`config.mk`:
```
export PLATFORM = sky130hd
export DESIGN_NAME = w_router
export DESIGN_NICKNAME = d
export VERILOG_FILES = /design/src/rtl/w_router_pkg.sv /design/src/rtl/w_beat_ctr.sv /design/src/rtl/w_router.sv
export SDC_FILE = /design/constraint.sdc
export NUM_CORES = 1
export LEC_CHECK = 0
export BUFFER_PORTS_ARGS = -buffer_cell sky130_fd_sc_hd__buf_2
export CAP_MARGIN = 20
export CORE_AREA = 2 2 109 111
export CTS_CLUSTER_SIZE = 24
export DETAILED_ROUTE_END_ITERATION = 10
export DIE_AREA = 0 0 111 113
export HOLD_SLACK_MARGIN = 0.1
export SLEW_MARGIN = 20
export SYNTH_ARGS = -nofsm -noshare
export SYNTH_HDL_FRONTEND = slang
export SYNTH_HIERARCHICAL = 1
export SYNTH_SLANG_ARGS = --single-unit
```
`constraint.sdc`:
```
create_clock -name ACLK -period 3 [get_ports ACLK]
set_input_delay 0.45 -clock ACLK [delete_from_list [all_inputs] [get_ports ACLK]]
set_output_delay 0.45 -clock ACLK [all_outputs]
set_load 0.01 [all_outputs]
```
`src/rtl/w_router_pkg.sv`:
```
// rtl/w_router_pkg.sv - shared widths, target/state enums and address map for the W router
package w_router_pkg;

    localparam int ID_W   = 4;
    localparam int ADDR_W = 32;
    localparam int LEN_W  = 4;
    localparam int DATA_W = 32;
    localparam int STRB_W = 4;

    typedef enum logic [2:0] {
        TGT_S0      = 3'd0,
        TGT_S1      = 3'd1,
        TGT_S2      = 3'd2,
        TGT_S4      = 3'd3,
        TGT_DEFAULT = 3'd4
    } target_e;

    typedef enum logic [1:0] {
        ST_IDLE = 2'd0,
        ST_DATA = 2'd1,
        ST_RESP = 2'd2
    } w_state_e;

    localparam logic [ADDR_W-1:0] S0_HI = 32'h0000_1FFF;
    localparam logic [ADDR_W-1:0] S1_LO = 32'h0001_0000;
    localparam logic [ADDR_W-1:0] S1_HI = 32'h0001_FFFF;
    localparam logic [ADDR_W-1:0] S2_LO = 32'h0002_0000;
    localparam logic [ADDR_W-1:0] S2_HI = 32'h0002_FFFF;
    localparam logic [ADDR_W-1:0] S4_LO = 32'h2000_0000;
    localparam logic [ADDR_W-1:0] S4_HI = 32'h201F_FFFF;

    // S0 starts at address zero, so only its upper bound needs a compare.
    function automatic target_e decode_target(input logic [ADDR_W-1:0] addr);
        target_e t;
        if (addr <= S0_HI)
            t = TGT_S0;
        else if (addr >= S1_LO && addr <= S1_HI)
            t = TGT_S1;
        else if (addr >= S2_LO && addr <= S2_HI)
            t = TGT_S2;
        else if (addr >= S4_LO && addr <= S4_HI)
            t = TGT_S4;
        else
            t = TGT_DEFAULT;
        return t;
    endfunction

endpackage

```
`src/rtl/w_beat_ctr.sv`:
```
// rtl/w_beat_ctr.sv - burst length latch, beat counter and last-beat compare
import w_router_pkg::*;

module w_beat_ctr (
    input  logic             clk,
    input  logic             rst_n,
    input  logic             load,
    input  logic [LEN_W-1:0] len_in,
    input  logic             inc,
    output logic [LEN_W-1:0] cnt,
    output logic [LEN_W-1:0] len,
    output logic             is_last
);

    // Length is captured at AW time; the count restarts then and advances per accepted beat.
    always_ff @(posedge clk or negedge rst_n) begin
        if (!rst_n) begin
            cnt <= '0;
            len <= '0;
        end else if (load) begin
            cnt <= '0;
            len <= len_in;
        end else if (inc) begin
            cnt <= cnt + 1'b1;
        end
    end

    assign is_last = (cnt == len);

endmodule

```
`src/rtl/w_router.sv`:
```
// rtl/w_router.sv - routes master write-data beats to the slave selected at AW time
import w_router_pkg::*;

module w_router (
    input  logic              ACLK,
    input  logic              ARESETn,
    input  logic [ADDR_W-1:0] AWADDR_M1,
    input  logic [LEN_W-1:0]  AWLEN_M1,
    input  logic              AWVALID_M1,
    input  logic              AWREADY_M1,
    input  logic [DATA_W-1:0] WDATA_M1,
    input  logic [STRB_W-1:0] WSTRB_M1,
    input  logic              WLAST_M1,
    input  logic              WVALID_M1,
    output logic              WREADY_M1,
    output logic [DATA_W-1:0] WDATA_S0,
    output logic [STRB_W-1:0] WSTRB_S0,
    output logic              WLAST_S0,
    output logic              WVALID_S0,
    input  logic              WREADY_S0,
    output logic [DATA_W-1:0] WDATA_S1,
    output logic [STRB_W-1:0] WSTRB_S1,
    output logic              WLAST_S1,
    output logic              WVALID_S1,
    input  logic              WREADY_S1,
    output logic [DATA_W-1:0] WDATA_S2,
    output logic [STRB_W-1:0] WSTRB_S2,
    output logic              WLAST_S2,
    output logic              WVALID_S2,
    input  logic              WREADY_S2,
    output logic [DATA_W-1:0] WDATA_S4,
    output logic [STRB_W-1:0] WSTRB_S4,
    output logic              WLAST_S4,
    output logic              WVALID_S4,
    input  logic              WREADY_S4,
    output logic [DATA_W-1:0] WDATA_DEFAULT,
    output logic [STRB_W-1:0] WSTRB_DEFAULT,
    output logic              WLAST_DEFAULT,
    output logic              WVALID_DEFAULT,
    input  logic              WREADY_DEFAULT,
    input  logic              BVALID_M1,
    input  logic              BREADY_M1,
    output logic              W_BUSY,
    output logic              W_LAST_ERR
);

    w_state_e         state;
    w_state_e         state_nxt;
    target_e          target;
    logic             aw_hs;
    logic             w_hs;
    logic             b_hs;
    logic             load;
    logic             is_last;
    logic             sel_ready;
    logic [LEN_W-1:0] cnt;
    logic [LEN_W-1:0] len;

    assign aw_hs = AWVALID_M1 & AWREADY_M1;
    assign w_hs  = WVALID_M1 & WREADY_M1;
    assign b_hs  = BVALID_M1 & BREADY_M1;
    assign load  = (state == ST_IDLE) & aw_hs;

    assign WDATA_S0      = WDATA_M1;
    assign WDATA_S1      = WDATA_M1;
    assign WDATA_S2      = WDATA_M1;
    assign WDATA_S4      = WDATA_M1;
    assign WDATA_DEFAULT = WDATA_M1;
    assign WSTRB_S0      = WSTRB_M1;
    assign WSTRB_S1      = WSTRB_M1;
    assign WSTRB_S2      = WSTRB_M1;
    assign WSTRB_S4      = WSTRB_M1;
    assign WSTRB_DEFAULT = WSTRB_M1;

    assign W_BUSY = (state != ST_IDLE);

    w_beat_ctr u_beat_ctr (
        .clk     (ACLK),
        .rst_n   (ARESETn),
        .load    (load),
        .len_in  (AWLEN_M1),
        .inc     (w_hs),
        .cnt     (cnt),
        .len     (len),
        .is_last (is_last)
    );

    // State, latched target and the sticky WLAST mismatch flag.
    always_ff @(posedge ACLK or negedge ARESETn) begin
        if (!ARESETn) begin
            state      <= ST_IDLE;
            target     <= TGT_DEFAULT;
            W_LAST_ERR <= 1'b0;
        end else begin
            state <= state_nxt;
            if (load)
                target <= decode_target(AWADDR_M1);
            if (w_hs && (WLAST_M1 != is_last))
                W_LAST_ERR <= 1'b1;
        end
    end

    // Next state: AW opens a burst, the counted last beat closes it, B releases the channel.
    always_comb begin
        state_nxt = state;
        case (state)
            ST_IDLE: if (aw_hs)            state_nxt = ST_DATA;
            ST_DATA: if (w_hs && is_last)  state_nxt = ST_RESP;
            ST_RESP: if (b_hs)             state_nxt = ST_IDLE;
            default:                       state_nxt = ST_IDLE;
        endcase
    end

    // Steer valid/last to the latched target and return that slave's ready, only while in DATA.
    always_comb begin
        WVALID_S0      = 1'b0;
        WVALID_S1      = 1'b0;
        WVALID_S2      = 1'b0;
        WVALID_S4      = 1'b0;
        WVALID_DEFAULT = 1'b0;
        WLAST_S0       = 1'b0;
        WLAST_S1       = 1'b0;
        WLAST_S2       = 1'b0;
        WLAST_S4       = 1'b0;
        WLAST_DEFAULT  = 1'b0;
        sel_ready      = 1'b0;
        if (state == ST_DATA) begin
            case (target)
                TGT_S0: begin
                    WVALID_S0 = WVALID_M1;
                    WLAST_S0  = is_last;
                    sel_ready = WREADY_S0;
                end
                TGT_S1: begin
                    WVALID_S1 = WVALID_M1;
                    WLAST_S1  = is_last;
                    sel_ready = WREADY_S1;
                end
                TGT_S2: begin
                    WVALID_S2 = WVALID_M1;
                    WLAST_S2  = is_last;
                    sel_ready = WREADY_S2;
                end
                TGT_S4: begin
                    WVALID_S4 = WVALID_M1;
                    WLAST_S4  = is_last;
                    sel_ready = WREADY_S4;
                end
                default: begin
                    WVALID_DEFAULT = WVALID_M1;
                    WLAST_DEFAULT  = is_last;
                    sel_ready      = WREADY_DEFAULT;
                end
            endcase
        end
        WREADY_M1 = sel_ready;
    end

endmodule

```
==> reports/summary.txt <==
Routed wire length: 3.32 mm
Routed Antenna Nets: 0
Skew final: 0.00416 ns
Antenna cells: 0
Post-CTS setup buffer count: 0
Status: complete, no violations
Rel. slew slack: 0.626
Final WS setup: 0.724 ns
Util after Layout: 0.118
Vias in the first global route: 913
Dominant cells by area after synthesis: buf_4 (61%), dfrtp_1 (15%), mux2_2 (2.0%)
Fin Setup TNS: 0 ns
HP Class: primary input to asynchronous set/reset pin
RSZ-0062 raised after global routing: no
IO Count: 278
Bufs on Longest Clock Path: 2
Die footprint: 12500 µm²
Design area: 1330 µm²
Post-CTS sizing: 0
Fill cell count: 1281
Core area: 11300 µm²
Achievable Freq: 0.439 GHz
Initial Util: 0.195
Wirelength per Cell: 11.9 µm
Fin nets: 224
CTS H-Tree Depth: 1
CTS tree: yes
Die width: 111 µm
Final setup viols: 0
Fin crit period: 2.28 ns
Post-synthesis cell type count: 35
Cell count after synthesis: 268
Routability-driven placement congestion ratio: 0.722
Drt drc: 0
Crit path arrival time: 1.83 ns
Tcrit/Tclk final: 0.759
Rows: 39
Share of the synthesized area in the top cell type: 0.615
Num CTS Buffers: 3
Die Y: 113 µm
Synth Cell Area: 2200 µm²
Total clock sinks: 14
PD cells: 668 nW/µm²
DP Wirelength: 2.79 mm
Crit start category: flip-flop
Global-route wire length before repair: 4.92 mm
Worst-Skew Late Latency: 0.24 ns
Syn nets: 354
Slew Limit Fails: 0
Yosys warning count: 6
Drt first pass iters: 4
Via density: 3.31
Layout cells sized above 1: 0.431
GRT Resource Usage Total: 0.0476
Pre-CTS WS: 0.969 ns
Leakage power: 0.597 nW
CP Max Fanout: 5
Worst VDD drop: 0.000335 V
# hold bufs at CTS: 0
Sequential area share after synthesis: 0.160
Synth area leader: buf_4
CTS root buffer: clkbuf_16
Total gr overflow: 0
Area Growth Syn to Fin: -39.6%
Largest net degree at the start of global routing: 15
Register bit total from synthesis: 14
Final hold violations: 0
MaxCap Viol Count: 0
Via count: 928
Critical Path RT: 2.55 ns
Crit. End Element: primary output
Iter 0 DRT Violations: 50
Worst-path clk slew: 0.05 ns
Worst Path Class, Setup: flip-flop to primary output
Initial antenna violation count: 0
Slew @ Worst Pin: 0.558 ns
I/O Buffers: 48
Placed cell area: 1250 µm²
Avg Cell Area, Syn: 8.20 µm²
==> metal layers <==
metal	vias to the layer above	part of all wire	track usage
met5	-	0	0
met4	0	0.0087	0.0158
met3	4	0.17	0.0348
met2	100	0.52	0.0879
met1	407	0.30	0.0396
li1	417	-	-
==> final timing paths <==
path / startpoint / endpoint / slack (ns) / cells after the start
setup / recovery: u_beat_ctr/cnt[0] / WLAST_S1 / 0.72 / 6
hold / removal: ARESETn / W_LAST_ERR / 0.1 / 1
setup reg to reg: target[0] / u_beat_ctr/cnt[3] / 0.98 / 5
hold reg to reg: W_LAST_ERR / W_LAST_ERR / 0.45 / 1
max in group asynchronous: ARESETn / target[2] / 2.61 / 1
min in group ACLK: AWLEN_M1[0] / u_beat_ctr/len[0] / 0.44 / 2
==> cell families after synthesis <==
kind of cell               Yosys count  synth area share
AOI/OAI and AO/OA                   14            0.0444
xor gates and xnor gates             6            0.0239
adders and majority gates            1           0.00569
buffers and inverters              188             0.632
DFF                                 14             0.160
muxes                                8            0.0450
and+or+nand+nor                     37            0.0888
==> where the power goes <==
part           internal, W  total, W  leakage (nW)  switching (W)
Clock             0.000179  0.000252        0.0382      0.0000725
Sequential        0.000260  0.000334         0.169      0.0000735
Combinational     0.000160  0.000303         0.390       0.000143
==> cell usage in the layout (no fill, tap or decap), types with 3 or more instances in the layout <==
cell type  instances
a31oi_1            3
buf_2             48
clkbuf_16          3
dfrtp_1           13
inv_1              4
mux2_2             4
nand2_1            6
nor2_1             9
nor3_1             4
nor4_1             5
xor2_1             5
==> cell usage after synthesis <==
library cell    n
and3_1          2
xnor2_1         1
a21o_1          2
nand3b_1        2
inv_1           4
nor2b_1         2
mux2_2          4
o31ai_1         2
buf_4         180
dfstp_2         1
mux4_2          1
mux2_1          1
nor4_1          5
and2b_1         1
dfrtp_1        13
xor2_1          5
nand4_1         1
a21bo_2         1
buf_2           1
a21oi_1         2
o21ai_0         1
nand2b_1        1
buf_6           1
ha_1            1
a31oi_1         3
o211ai_1        1
nor2_1          9
nor3_1          4
a211oi_1        1
clkbuf_1        2
a31o_1          1
nand2_1         6
nor4b_1         2
nand3_1         2
mux2i_1         2
==> metrics by stage <==
| stage | instances | hold slack, ns | total power [W] |
|---|---|---|---|
| floorplan | 268 | 0.154 | 0.000774 |
| global placement | 276 | 0.360 | 0.000627 |
| detailed placement | 276 | 0.365 | 0.000642 |
| CTS | 280 | 0.103 | 0.000902 |
| global route | 280 | 0.122 | 0.000950 |
| finish | 280 | 0.0961 | 0.000888 |
==> sequential cells by signal, summed over array words and instances (netlist names) <==
signal	cells
u_beat_ctr/len	4
u_beat_ctr/cnt	4
W_LAST_ERR	1
target	3
state	2
==> cell type report <==
| type | count | area (µm²) | share of cell area |
|---|---|---|---|
| clock buffers | 4 | 78.8 | 0.0593 |
| inverters | 4 | 15.0 | 0.0113 |
| multi-input cells | 66 | 457 | 0.344 |
| flip-flops and latches | 14 | 352 | 0.265 |
| well taps | 143 | 179 | 0.135 |
| repair buffers | 49 | 248 | 0.186 |
==> worst max-delay path, cell delays in order, from the launching register on <==
cell     delay [ns]
dfrtp_1        0.42
xor2_1         0.18
nor4_1         0.26
buf_4          0.18
nand2_1        0.12
nor4b_1        0.25
buf_2          0.18
(Power assumes the default switching activity.)
